==> config.mk <==
export PLATFORM = sky130hd
export DESIGN_NAME = itcm_uart_loader
export DESIGN_NICKNAME = d
export VERILOG_FILES = /design/src/rtl/itcm_uart_loader.sv
export SDC_FILE = /design/constraint.sdc
export NUM_CORES = 1
export LEC_CHECK = 0
export BUFFER_PORTS_ARGS = -buffer_cell sky130_fd_sc_hd__buf_4
export CAP_MARGIN = 20
export CORE_MARGIN = 2
export CORE_UTILIZATION = 60
export CTS_CLUSTER_DIAMETER = 150
export DETAILED_ROUTE_END_ITERATION = 7
export MAX_ROUTING_LAYER = met4
export PLACE_DENSITY = 0.83
export SYNTH_ARGS = -nofsm -noshare
export SYNTH_HDL_FRONTEND = slang
export SYNTH_SLANG_ARGS = --single-unit
export TNS_END_PERCENT = 1
==> constraint.sdc <==
create_clock -name clk -period 6.1 [get_ports clk]
set_input_delay 1.22 -clock clk [delete_from_list [all_inputs] [get_ports clk]]
set_output_delay 1.22 -clock clk [all_outputs]
set_load 0.02 [all_outputs]
==> src/rtl/itcm_uart_loader.sv <==
// Serial boot loader: receives an 8N1 UART frame (A5, LEN, N words, XOR checksum)
// and writes the words into the ITCM while holding the core in reset.
module itcm_uart_loader #(
  parameter int unsigned CLKS_PER_BIT   = 1215,
  parameter int unsigned MAX_WORDS      = 1024,
  parameter int unsigned TIMEOUT_CYCLES = 14_000_000
) (
  input  logic        clk,
  input  logic        cpu_rst,
  input  logic        uart_rx,
  output logic        itcm_we,
  output logic [11:0] itcm_addr,
  output logic [31:0] itcm_wdata,
  output logic        core_hold,
  output logic        load_done,
  output logic        load_error
);

  localparam int unsigned HALF_BIT = CLKS_PER_BIT / 2;
  localparam int BIT_W = $clog2(CLKS_PER_BIT + 1);
  localparam int IDX_W = $clog2(MAX_WORDS + 1);
  localparam int TMO_W = $clog2(TIMEOUT_CYCLES + 1);

  typedef enum logic [1:0] {RX_IDLE, RX_START, RX_DATA, RX_STOP} rx_state_t;
  typedef enum logic [2:0] {
    S_IDLE, S_LEN_LO, S_LEN_HI, S_DATA, S_CHECK, S_DONE, S_ERROR
  } state_t;

  logic             sync1_q, sync2_q, rx_prev_q;
  rx_state_t        rx_state_q, rx_state_d;
  logic [BIT_W-1:0] bit_cnt_q, bit_cnt_d;
  logic [2:0]       bit_idx_q, bit_idx_d;
  logic [7:0]       rx_shift_q, rx_shift_d;
  logic             byte_valid_q, byte_valid_d;
  logic             frame_err_q, frame_err_d;

  state_t           state_q, state_d;
  logic [15:0]      len_q, len_d;
  logic [IDX_W-1:0] word_idx_q, word_idx_d;
  logic [1:0]       byte_sel_q, byte_sel_d;
  logic [23:0]      word_buf_q, word_buf_d;
  logic [7:0]       csum_q, csum_d;
  logic [TMO_W-1:0] tmo_q, tmo_d;
  logic             we_q, we_d;
  logic [11:0]      addr_q, addr_d;
  logic [31:0]      wdata_q, wdata_d;
  logic             done_q, done_d;
  logic             err_q, err_d;

  // ---------------- byte receiver ----------------
  always_comb begin
    rx_state_d   = rx_state_q;
    bit_cnt_d    = bit_cnt_q;
    bit_idx_d    = bit_idx_q;
    rx_shift_d   = rx_shift_q;
    byte_valid_d = 1'b0;
    frame_err_d  = 1'b0;
    case (rx_state_q)
      RX_IDLE: begin
        if (rx_prev_q && !sync2_q) begin
          rx_state_d = RX_START;
          bit_cnt_d  = '0;
        end
      end
      RX_START: begin
        if (bit_cnt_q == BIT_W'(HALF_BIT - 1)) begin
          bit_cnt_d = '0;
          bit_idx_d = '0;
          // A start bit that has gone high again by midpoint was a glitch.
          rx_state_d = sync2_q ? RX_IDLE : RX_DATA;
        end else begin
          bit_cnt_d = bit_cnt_q + BIT_W'(1);
        end
      end
      RX_DATA: begin
        if (bit_cnt_q == BIT_W'(CLKS_PER_BIT - 1)) begin
          bit_cnt_d  = '0;
          rx_shift_d = {sync2_q, rx_shift_q[7:1]};
          if (bit_idx_q == 3'd7) rx_state_d = RX_STOP;
          else                   bit_idx_d  = bit_idx_q + 3'd1;
        end else begin
          bit_cnt_d = bit_cnt_q + BIT_W'(1);
        end
      end
      RX_STOP: begin
        if (bit_cnt_q == BIT_W'(CLKS_PER_BIT - 1)) begin
          bit_cnt_d    = '0;
          rx_state_d   = RX_IDLE;
          byte_valid_d = sync2_q;
          frame_err_d  = !sync2_q;
        end else begin
          bit_cnt_d = bit_cnt_q + BIT_W'(1);
        end
      end
      default: rx_state_d = RX_IDLE;
    endcase
  end

  // ---------------- frame FSM ----------------
  logic active;
  logic last_word;
  logic [15:0] len_n;

  assign active    = state_q inside {S_LEN_LO, S_LEN_HI, S_DATA, S_CHECK};
  assign last_word = (32'(word_idx_q) + 32'd1) == 32'(len_q);
  assign len_n     = {rx_shift_q, len_q[7:0]};

  always_comb begin
    state_d    = state_q;
    len_d      = len_q;
    word_idx_d = word_idx_q;
    byte_sel_d = byte_sel_q;
    word_buf_d = word_buf_q;
    csum_d     = csum_q;
    tmo_d      = (!active || byte_valid_q) ? '0 : tmo_q + TMO_W'(1);
    we_d       = 1'b0;
    addr_d     = addr_q;
    wdata_d    = wdata_q;
    done_d     = done_q;
    err_d      = err_q;
    case (state_q)
      S_IDLE, S_DONE, S_ERROR: begin
        if (byte_valid_q && rx_shift_q == 8'hA5) begin
          state_d    = S_LEN_LO;
          done_d     = 1'b0;
          err_d      = 1'b0;
          word_idx_d = '0;
          byte_sel_d = '0;
          csum_d     = '0;
        end
      end
      S_LEN_LO: begin
        if (byte_valid_q) begin
          len_d   = {8'h00, rx_shift_q};
          state_d = S_LEN_HI;
        end
      end
      S_LEN_HI: begin
        if (byte_valid_q) begin
          len_d = len_n;
          if (len_n != 16'd0 && 32'(len_n) <= MAX_WORDS) state_d = S_DATA;
          else                                           state_d = S_ERROR;
        end
      end
      S_DATA: begin
        if (byte_valid_q) begin
          csum_d     = csum_q ^ rx_shift_q;
          byte_sel_d = byte_sel_q + 2'd1;
          if (byte_sel_q == 2'd3) begin
            we_d       = 1'b1;
            addr_d     = 12'({word_idx_q, 2'b00});
            wdata_d    = {rx_shift_q, word_buf_q};
            word_idx_d = word_idx_q + IDX_W'(1);
            if (last_word) state_d = S_CHECK;
          end else begin
            word_buf_d[8*byte_sel_q +: 8] = rx_shift_q;
          end
        end
      end
      S_CHECK: begin
        if (byte_valid_q) state_d = (rx_shift_q == csum_q) ? S_DONE : S_ERROR;
      end
      default: state_d = S_IDLE;
    endcase

    // Line errors and stalls abort a load; neither coincides with a received byte.
    if (active && (frame_err_q ||
        (!byte_valid_q && tmo_q == TMO_W'(TIMEOUT_CYCLES - 1)))) begin
      state_d = S_ERROR;
    end
    if (state_d == S_DONE)  done_d = 1'b1;
    if (state_d == S_ERROR) err_d  = 1'b1;
  end

  always_ff @(posedge clk or negedge cpu_rst) begin
    if (!cpu_rst) begin
      sync1_q      <= 1'b1;
      sync2_q      <= 1'b1;
      rx_prev_q    <= 1'b1;
      rx_state_q   <= RX_IDLE;
      bit_cnt_q    <= '0;
      bit_idx_q    <= '0;
      rx_shift_q   <= '0;
      byte_valid_q <= 1'b0;
      frame_err_q  <= 1'b0;
      state_q      <= S_IDLE;
      len_q        <= '0;
      word_idx_q   <= '0;
      byte_sel_q   <= '0;
      word_buf_q   <= '0;
      csum_q       <= '0;
      tmo_q        <= '0;
      we_q         <= 1'b0;
      addr_q       <= '0;
      wdata_q      <= '0;
      done_q       <= 1'b0;
      err_q        <= 1'b0;
    end else begin
      sync1_q      <= uart_rx;
      sync2_q      <= sync1_q;
      rx_prev_q    <= sync2_q;
      rx_state_q   <= rx_state_d;
      bit_cnt_q    <= bit_cnt_d;
      bit_idx_q    <= bit_idx_d;
      rx_shift_q   <= rx_shift_d;
      byte_valid_q <= byte_valid_d;
      frame_err_q  <= frame_err_d;
      state_q      <= state_d;
      len_q        <= len_d;
      word_idx_q   <= word_idx_d;
      byte_sel_q   <= byte_sel_d;
      word_buf_q   <= word_buf_d;
      csum_q       <= csum_d;
      tmo_q        <= tmo_d;
      we_q         <= we_d;
      addr_q       <= addr_d;
      wdata_q      <= wdata_d;
      done_q       <= done_d;
      err_q        <= err_d;
    end
  end

  assign itcm_we    = we_q;
  assign itcm_addr  = addr_q;
  assign itcm_wdata = wdata_q;
  assign core_hold  = state_q inside {S_LEN_LO, S_LEN_HI, S_DATA, S_CHECK, S_ERROR};
  assign load_done  = done_q;
  assign load_error = err_q;

endmodule

==> summary.md, run 1 <==
| Metric | Value |
|---|---|
| Iteration-0 DRC Markers | approximately 470 |
| Effective utilization at floorplan | 62.0% |
| Worst-path cell chain | nor3_1 -> a21oi_1 -> buf_4 |
| Final Max Slew Viols | 0 |
| # fillers | ~940 |
| Yosys cell types | 75 |
| Setup-failing EPs final | 0 |
| Post-synth EDFFs | 0 |
| Post-CTS resize count | 0 |
| Worst setup SP type | register |
| Reg2reg end | load_done |
| Hold_buf cts | 0 |
| Placed insts | between 1000 and 1500 |
| Worst setup EP type | output pin |
| DIE HEIGHT | between 100 and 150 um |
| Comb pwr share | approximately 5.5% |
| Mapped Area | roughly 8000 um^2 |
| # nets final | roughly 900 |
| Outcome | finished, final reports clean |
| Clock skew | 0.00590 ns |
| Worst slew margin | around two fifths |
| Final Hold Fails | 0 |
| Clk_lat worst skew | roughly 0.43 ns |
| Worst Hold Depth | 0 |
| Post-Route WL | approximately 17000 um |
| H-tree depth | 4 |
| Internal reg-to-reg setup slack | 3.11 ns |
| YS warnings | 0 |
| Maximum fanout along the worst path | 22 |
| Int Power | about 1900 uW |
| First-pass GRT wire length | around 29000 um |
| Seq/Total Area, Yosys | between 50% and 60% |
| Worst Hold Launch | sync1_q |
| Via count | 6192 |
| RR Startpoint | state_q[1] |
| Cells after Synth | just under 900 |
| CTS sink cnt | ~160 |
| Largest net degree at the start of global routing | about 120 |
| CP Class | register to output pin |
| Synth Register Bits | roughly 160 |
| Crit path DAT | 1.83 ns |
| Syn_area_per_cell | 9.14 um^2 |
| Clock power share | between 40% and 50% |
| Crit path max-delay cell type | dfrtp_1 |
| Remaining antenna violation count | 0 |
| Switch Pwr | 551 uW |
| Max Fclk | ~330 MHz |
| Period utilization | between 40 and 50% |
| Post-CTS Setup Bufs | 0 |
| Vias in the first global route | 5929 |
| Total gr overflow | 0 |
| Clock Tree Root | clkbuf_16 |
| Area Growth Syn to Fin | 13.9% |
| Slew @ Worst Pin | just under 0.9 ns |
| CTS Buf Count | 17 |
| # rows | between 40 and 50 |
| Share of post-route cells with drive strength above 1 | a little over an eighth |
| Static Leak | 0.00424 uW |
| Asr flop ratio synth | 100% |
| R2R depth | 8 |
| Antenna diodes | 0 |
| CP Data Required Time | 4.88 ns |
| Vias per std cell | ~5.8 |
| Reg power frac | between 40% and 50% |
| Final Non-Filler Cells | 1075 |
| Prevailing post-synth register cell | dfrtp_1 |
| Core region area | about 13000 um^2 |
| Switching part of the total | 22.5% |
| Peak per-stage delay on the critical path | 0.78 ns |
| Gr usage total | between 20% and 30% |
| Antenna violations before repair | 0 |
| Hold crit path type | register to register |
| Worst ir drop on vdd | ~0.00019 V |
| Die width | between 100 and 150 um |
| CTS tree | yes |
| RePlAce Congestion | between 0.9 and 1 |
| Setup TNS | 0 ns |
| Die ar. | between 10000 and 15000 um^2 |
| DP Wirelength | between 10000 and 15000 um |
| Clock Path Buffers | 2 |
| Power density cells | between 200 and 300 nW/um^2 |
| Unrepaired setup endpoints after global routing | no |
| IO buf count | 48 |
| Hold Crit Endpoint | sync2_q |
| Fin crit period | ~3.0 ns |
| Num ports | a little over 50 |
| Router iterations before antenna repair | 5 |
| Routed len/inst | between 15 and 20 um |
| # DRC | 0 |
| Maxcap violations | 0 |
| Clock Pin Slew Worst Setup and Hold Paths | around 0.06 ns |
[cell type report]
cell class	count	area, um^2	share of cell area, %
inverters	16	60.1	0.666
repair buffers	54	439	4.87
flip-flops and latches	162	4060	45.0
well taps	172	215	2.39
clock buffers	21	460	5.11
clock inverters	11	200	2.22
multi-input cells	639	3580	39.7
[cells in the mapped netlist (11+ instances only)]
cell	number	share of area, %
clkbuf_1	33	1.6
inv_1	14	0.66
nor2_1	68	3.2
nor2b_1	15	1.2
ha_1	11	1.7
a21oi_1	16	1.0
o21ai_0	80	5.1
mux2_2	16	2.3
xnor2_1	13	1.4
dfrtp_1	159	50
xor2_1	30	3.3
nand2_1	234	11
nand3_1	24	1.5
[power groups by stage]
stage,combinational (uW),clock (uW),sequential (uW)
global placement,129,0,1140
global route,156,1250,1120
floorplan,115,0,1120
finish,135,1190,1120
detailed placement,135,0,1140
CTS,136,1200,1120
[routing by layer]
metal,GRT usage [%],up-vias,part of all wire [%]
met4,8.71,0,1.5
met2,40.0,180,48
met1,35.5,3009,45
met3,5.27,31,4.8
met5,-,-,0
li1,-,2972,-
[worst max-delay path, delay by kind of cell, from the launching register on]
kind	cells	cell delay, ns
AO/OA/AOI/OAI	1	0.27
flip-flops	1	0.78
AND/OR/NAND/NOR	1	0.15
buffers and inverters	1	0.20
[worst max path at each step]
stage	start	to	slack, ns	cells past startpoint
6_report	state_q[1]	core_hold	3.05	3
2_1_floorplan	state_q[0]	core_hold	3.84	3
3_5_place_dp	state_q[1]	load_done	2.83	7
4_1_cts	state_q[1]	load_done	2.76	7
5_1_grt	state_q[1]	load_done	2.88	8
3_3_place_gp	state_q[1]	load_done	2.95	7
[state kept, by name (all words and copies together) (netlist names), named ones only]
name          count
rx_prev_q         1
sync1_q           1
len_q            16
sync2_q           1
bit_idx_q         3
rx_shift_q        8
itcm_addr        10
byte_sel_q        2
itcm_we           1
bit_cnt_q        11
frame_err_q       1
word_buf_q       24
itcm_wdata       32
state_q           3
rx_state_q        1
csum_q            8
word_idx_q       11
byte_valid_q      1
load_error        1
tmo_q            24
load_done         1
[logic make-up after synthesis]
logic type / share of synthesized area (%)
AND/OR/NAND/NOR: 24.8
flip-flops: 51.3
AO/OA/AOI/OAI: 11.4
buffers and inverters: 3.60
XOR/XNOR: 4.76
multiplexers: 2.28
adder cells (fa/ha/maj): 1.87
other: 0.0474
[cells in the final DEF, fill, tap and decap left out, drive strengths merged, types with 11 or more instances in the layout]
cell / n
o21ai: 88
nand3: 25
xor2: 30
inv: 17
clkbuf: 21
xnor2: 13
nor2: 68
a21oi: 16
buf: 54
nor2b: 15
dfrtp: 159
nand2: 234
mux2: 16
nor3: 11
ha: 11
[stage by stage]
| stage | setup slack (ns) | total power [uW] | hold slack (ns) | cell area, um^2 | util, % |
|---|---|---|---|---|---|
| after floorplan | 3.84 | 1240 | 0.345 | 7920 | - |
| after global placement | 2.95 | 1260 | 0.346 | 8300 | 65.0 |
| after detailed placement | 2.83 | 1270 | 0.353 | 8310 | 65.0 |
| after CTS | 2.76 | 2450 | 0.363 | 8970 | 70.2 |
| after global routing | 2.88 | 2530 | 0.371 | 9010 | 70.6 |
| final | 3.05 | 2440 | 0.362 | 9010 | 70.6 |
Power figures use the tool's default switching activity.
==> run 2, diff against run 1 <==
ABC_AREA = 1   (was unset)
CORE_UTILIZATION = 55   (was 60)
PLACE_DENSITY = 0.8   (was 0.83)
clock period = 2.6 ns   (was 6.1 ns; I/O delays follow)
==> summary.md, run 2 <==
| Metric | Value |
|---|---|
| Post-CTS resize count | 0 (unchanged) |
| # nets final | 963 (+6.5%) |
| Maxcap violations | 0 (unchanged) |
| Final Max Slew Viols | 0 (unchanged) |
| Power density cells | 596 nW/um^2 (+120%) |
| Yosys cell types | 43 (-43%) |
| Largest net degree at the start of global routing | 84 (-32%) |
| Slew @ Worst Pin | 0.689 ns (-0.206 ns) |
| H-tree depth | 4 (unchanged) |
| Synth top area cells | dfrtp_1 (52%), nand2_1 (8.5%), o21ai_0 (6.7%), inv_1 (5.6%), nand3_1 (4.1%) |
| Switching part of the total | 25.7% (+3.1 points) |
| Crit path DAT | 2.56 ns (+0.73 ns) |
| RR Startpoint | word_idx_q[0] |
| Clk_lat worst skew | 0.44 ns (about the same) |
| Worst ir drop on vdd | 0.000453 V (+140%) |
| Fin crit period | ~2.2 ns |
| Iteration-0 DRC Markers | 471 (-0.63%) |
| Via count | 6224 (+0.52%) |
| Max Fclk | 448 MHz |
| YS warnings | 0 (unchanged) |
| Clock power share | 44.0% (-4.7 points) |
| Gr usage total | 24.4% (-1.8 points) |
| Int Power | 3920 uW (+110%) |
| Asr flop ratio synth | 100% (unchanged) |
| Maximum fanout along the worst path | 7 (-68%) |
| DIE HEIGHT | 122 um (+3.0%) |
| Synth Register Bits | 162 (unchanged) |
| Total gr overflow | 0 (unchanged) |
| Worst setup EP type | register |
| Syn_area_per_cell | 8.59 um^2 (-6.0%) |
| RePlAce Congestion | 0.937 (-1.7%) |
| Clock Pin Slew Worst Setup and Hold Paths | 0.07 ns (about the same) |
| # DRC | 0 (unchanged) |
| Hold crit path type | input pin to async pin |
| CP Data Required Time | 2.93 ns (-1.95 ns) |
| Effective utilization at floorplan | 56.1% (-5.9 points) |
| Vias in the first global route | 5908 (-0.35%) |
| Core region area | 13800 um^2 (+7.8%) |
| R2R depth | 16 (+8) |
| # fillers | 1157 (+23%) |
| Period utilization | between 80% and 90% |
| Unrepaired setup endpoints after global routing | no |
| Post-synth top cells | nand2_1 (174), dfrtp_1 (159), inv_1 (115), o21ai_0 (104), nor2_1 (68) |
| Prevailing post-synth register cell | dfrtp_1 |
| Routed len/inst | 14.4 um (-8.5%) |
| Worst slew margin | 54.0% (+14 points) |
| Commonest non-fill, non-tap cells in the layout | nand2_1 (174), dfrtp_1 (159), inv_1 (114), o21ai_0 (104), nor2_1 (68) |
| Reg2reg end | load_done |
| Share of post-route cells with drive strength above 1 | 13.1% (-0.63 points) |
| IO buf count | 48 (unchanged) |
| Switch Pwr | 1350 uW (+150%) |
| Post-synth EDFFs | 0 (unchanged) |
| Post-Route WL | 16500 um (-2.8%) |
| Hold WS | 0.0620 ns (-0.300 ns) |
| Comb pwr share | 6.4% (+0.9 points) |
| Remaining antenna violation count | 0 (unchanged) |
| Clock Path Buffers | 2 (unchanged) |
| CTS sink cnt | 162 (unchanged) |
| Outcome | finished, final reports clean |
| Static Leak | 0.00409 uW (-3.6%) |
| Clock skew | 0.0111 ns (+0.00523 ns) |
| Antenna diodes | 0 (unchanged) |
| Die width | 122 um (+3.0%) |
| Hold_buf cts | 0 (unchanged) |
| Cells after Synth | 899 (+3.8%) |
| Mapped Area | 7720 um^2 (-2.5%) |
| CTS tree | yes |
| CTS Buf Count | 17 (unchanged) |
| Total power | 5280 uW (+120%) |
| Commonest non-fill, non-tap cell in the layout | nand2_1 |
| Die ar. | 15000 um^2 (+6.2%) |
| Post-synth top area share | 51.5% (+1.3 points) |
| Post-CTS Setup Bufs | 0 (unchanged) |
| Setup-failing EPs final | 0 (unchanged) |
| Antenna violations before repair | 0 (unchanged) |
| Router iterations before antenna repair | 5 (unchanged) |
| Vias per std cell | 5.45 (-5.4%) |
| Area Growth Syn to Fin | 14.6% |
| Max FFs per register | 32 (unchanged) |
| Seq/Total Area, Yosys | 52.6% (+1.3 points) |
| Setup TNS | 0 ns (unchanged) |
| Final Hold Fails | 0 (unchanged) |
| # rows | 43 (+4.9%) |
| DP Wirelength | 11500 um (+6.3%) |
| CP Class | register to register |
| Count leader, synth | nand2_1 |
| Worst setup SP type | register |
| Yosys top cell by area | dfrtp_1 |
| Clock Tree Root | clkbuf_16 |
| First-pass GRT wire length | 27800 um (-3.1%) |
| Internal reg-to-reg setup slack | 0.37 ns (-2.74 ns) |
| Num ports | 51 (unchanged) |
| Reg power frac | 49.6% (+3.8 points) |
## run 2: cell count changes in the layout (fill, tap and decap cells not counted), moves of 8 or more
cell	delta
inv_1	+100
mux2_2	-16
nand2_1	-60
nand2_2	+9
nand2b_1	-9
nand3_1	+41
nand4_1	+18
nor2b_1	-15
nor3_1	+20
o21ai_0	+24
o22ai_1	+12
xnor2_1	-8
xor2_1	-17
## run 2: kinds of logic after synthesis
| family | Yosys count | synth area share [%] |
|---|---|---|
| adders and majority gates | 11 | 1.78 |
| and+or+nand+nor | 391 | 23.6 |
| other | 1 | 0.0486 |
| AOI/OAI and AO/OA | 163 | 11.5 |
| xor gates and xnor gates | 21 | 2.92 |
| buffers and inverters | 150 | 7.57 |
| DFF | 162 | 52.6 |
## run 2: how the worst max path moves through the flow
stage,start,endpoint,slack (ns),cells after the start
floorplan,byte_sel_q[0],word_buf_q[6],0.71,7
global placement,word_idx_q[0],load_done,0.55,18
detailed placement,tmo_q[0],tmo_q[20],0.48,11
CTS,word_idx_q[0],load_done,0.40,16
global route,word_idx_q[0],load_done,0.20,16
finish,word_idx_q[0],load_done,0.37,16
## run 2: critical path: stages, from the launching register on
cell and delay (ns):
dfrtp_1 0.47, ha_1 0.22, nand2_2 0.10, o21ai_0 0.28, nand2_1 0.13, nand2_1 0.09
nand3_1 0.08, nor2_1 0.10, nand3_1 0.09, nor2_2 0.13, nand2_1 0.07, nand2_1 0.09
nand2_1 0.07, nand2_2 0.07, inv_2 0.04, nand2_2 0.05, nand2_2 0.04
## run 2: routing by layer
layer	vias up	global-route usage, %	wire [um]
met4	0	10.3	450
met2	176	37.3	7640
met5	-	-	0
met1	2947	32.1	7570
li1	3060	-	-
met3	41	4.65	842
## run 2: metrics by stage
step	cells	worst slack [ns]	area (um^2)	utilization, %
5_1_grt	1142	0.197	8850	64.3
4_1_cts	1142	0.404	8850	64.3
3_5_place_dp	1110	0.478	8300	60.3
2_1_floorplan	900	0.713	7720	-
6_report	1142	0.368	8850	64.3
3_3_place_gp	1110	0.550	8300	60.3
## run 2: power groups by stage
| stage | Clock (uW) | Combinational [uW] | Sequential, uW |
|---|---|---|---|
| after floorplan | 0 | 228 | 2650 |
| after global placement | 0 | 334 | 2660 |
| after detailed placement | 0 | 344 | 2660 |
| after CTS | 2350 | 343 | 2620 |
| after global routing | 2470 | 391 | 2630 |
| final | 2320 | 338 | 2620 |
## run 2: cell type report
class | instances | area [um^2] | area share, %
Inverter | 121 | 454 | 5.13
Timing Repair Buffer | 59 | 484 | 5.47
Multi-Input combinational cell | 588 | 3080 | 34.8
Clock buffer | 18 | 429 | 4.85
Sequential cell | 162 | 4060 | 45.8
Tap cell | 180 | 225 | 2.54
Clock inverter | 14 | 118 | 1.33
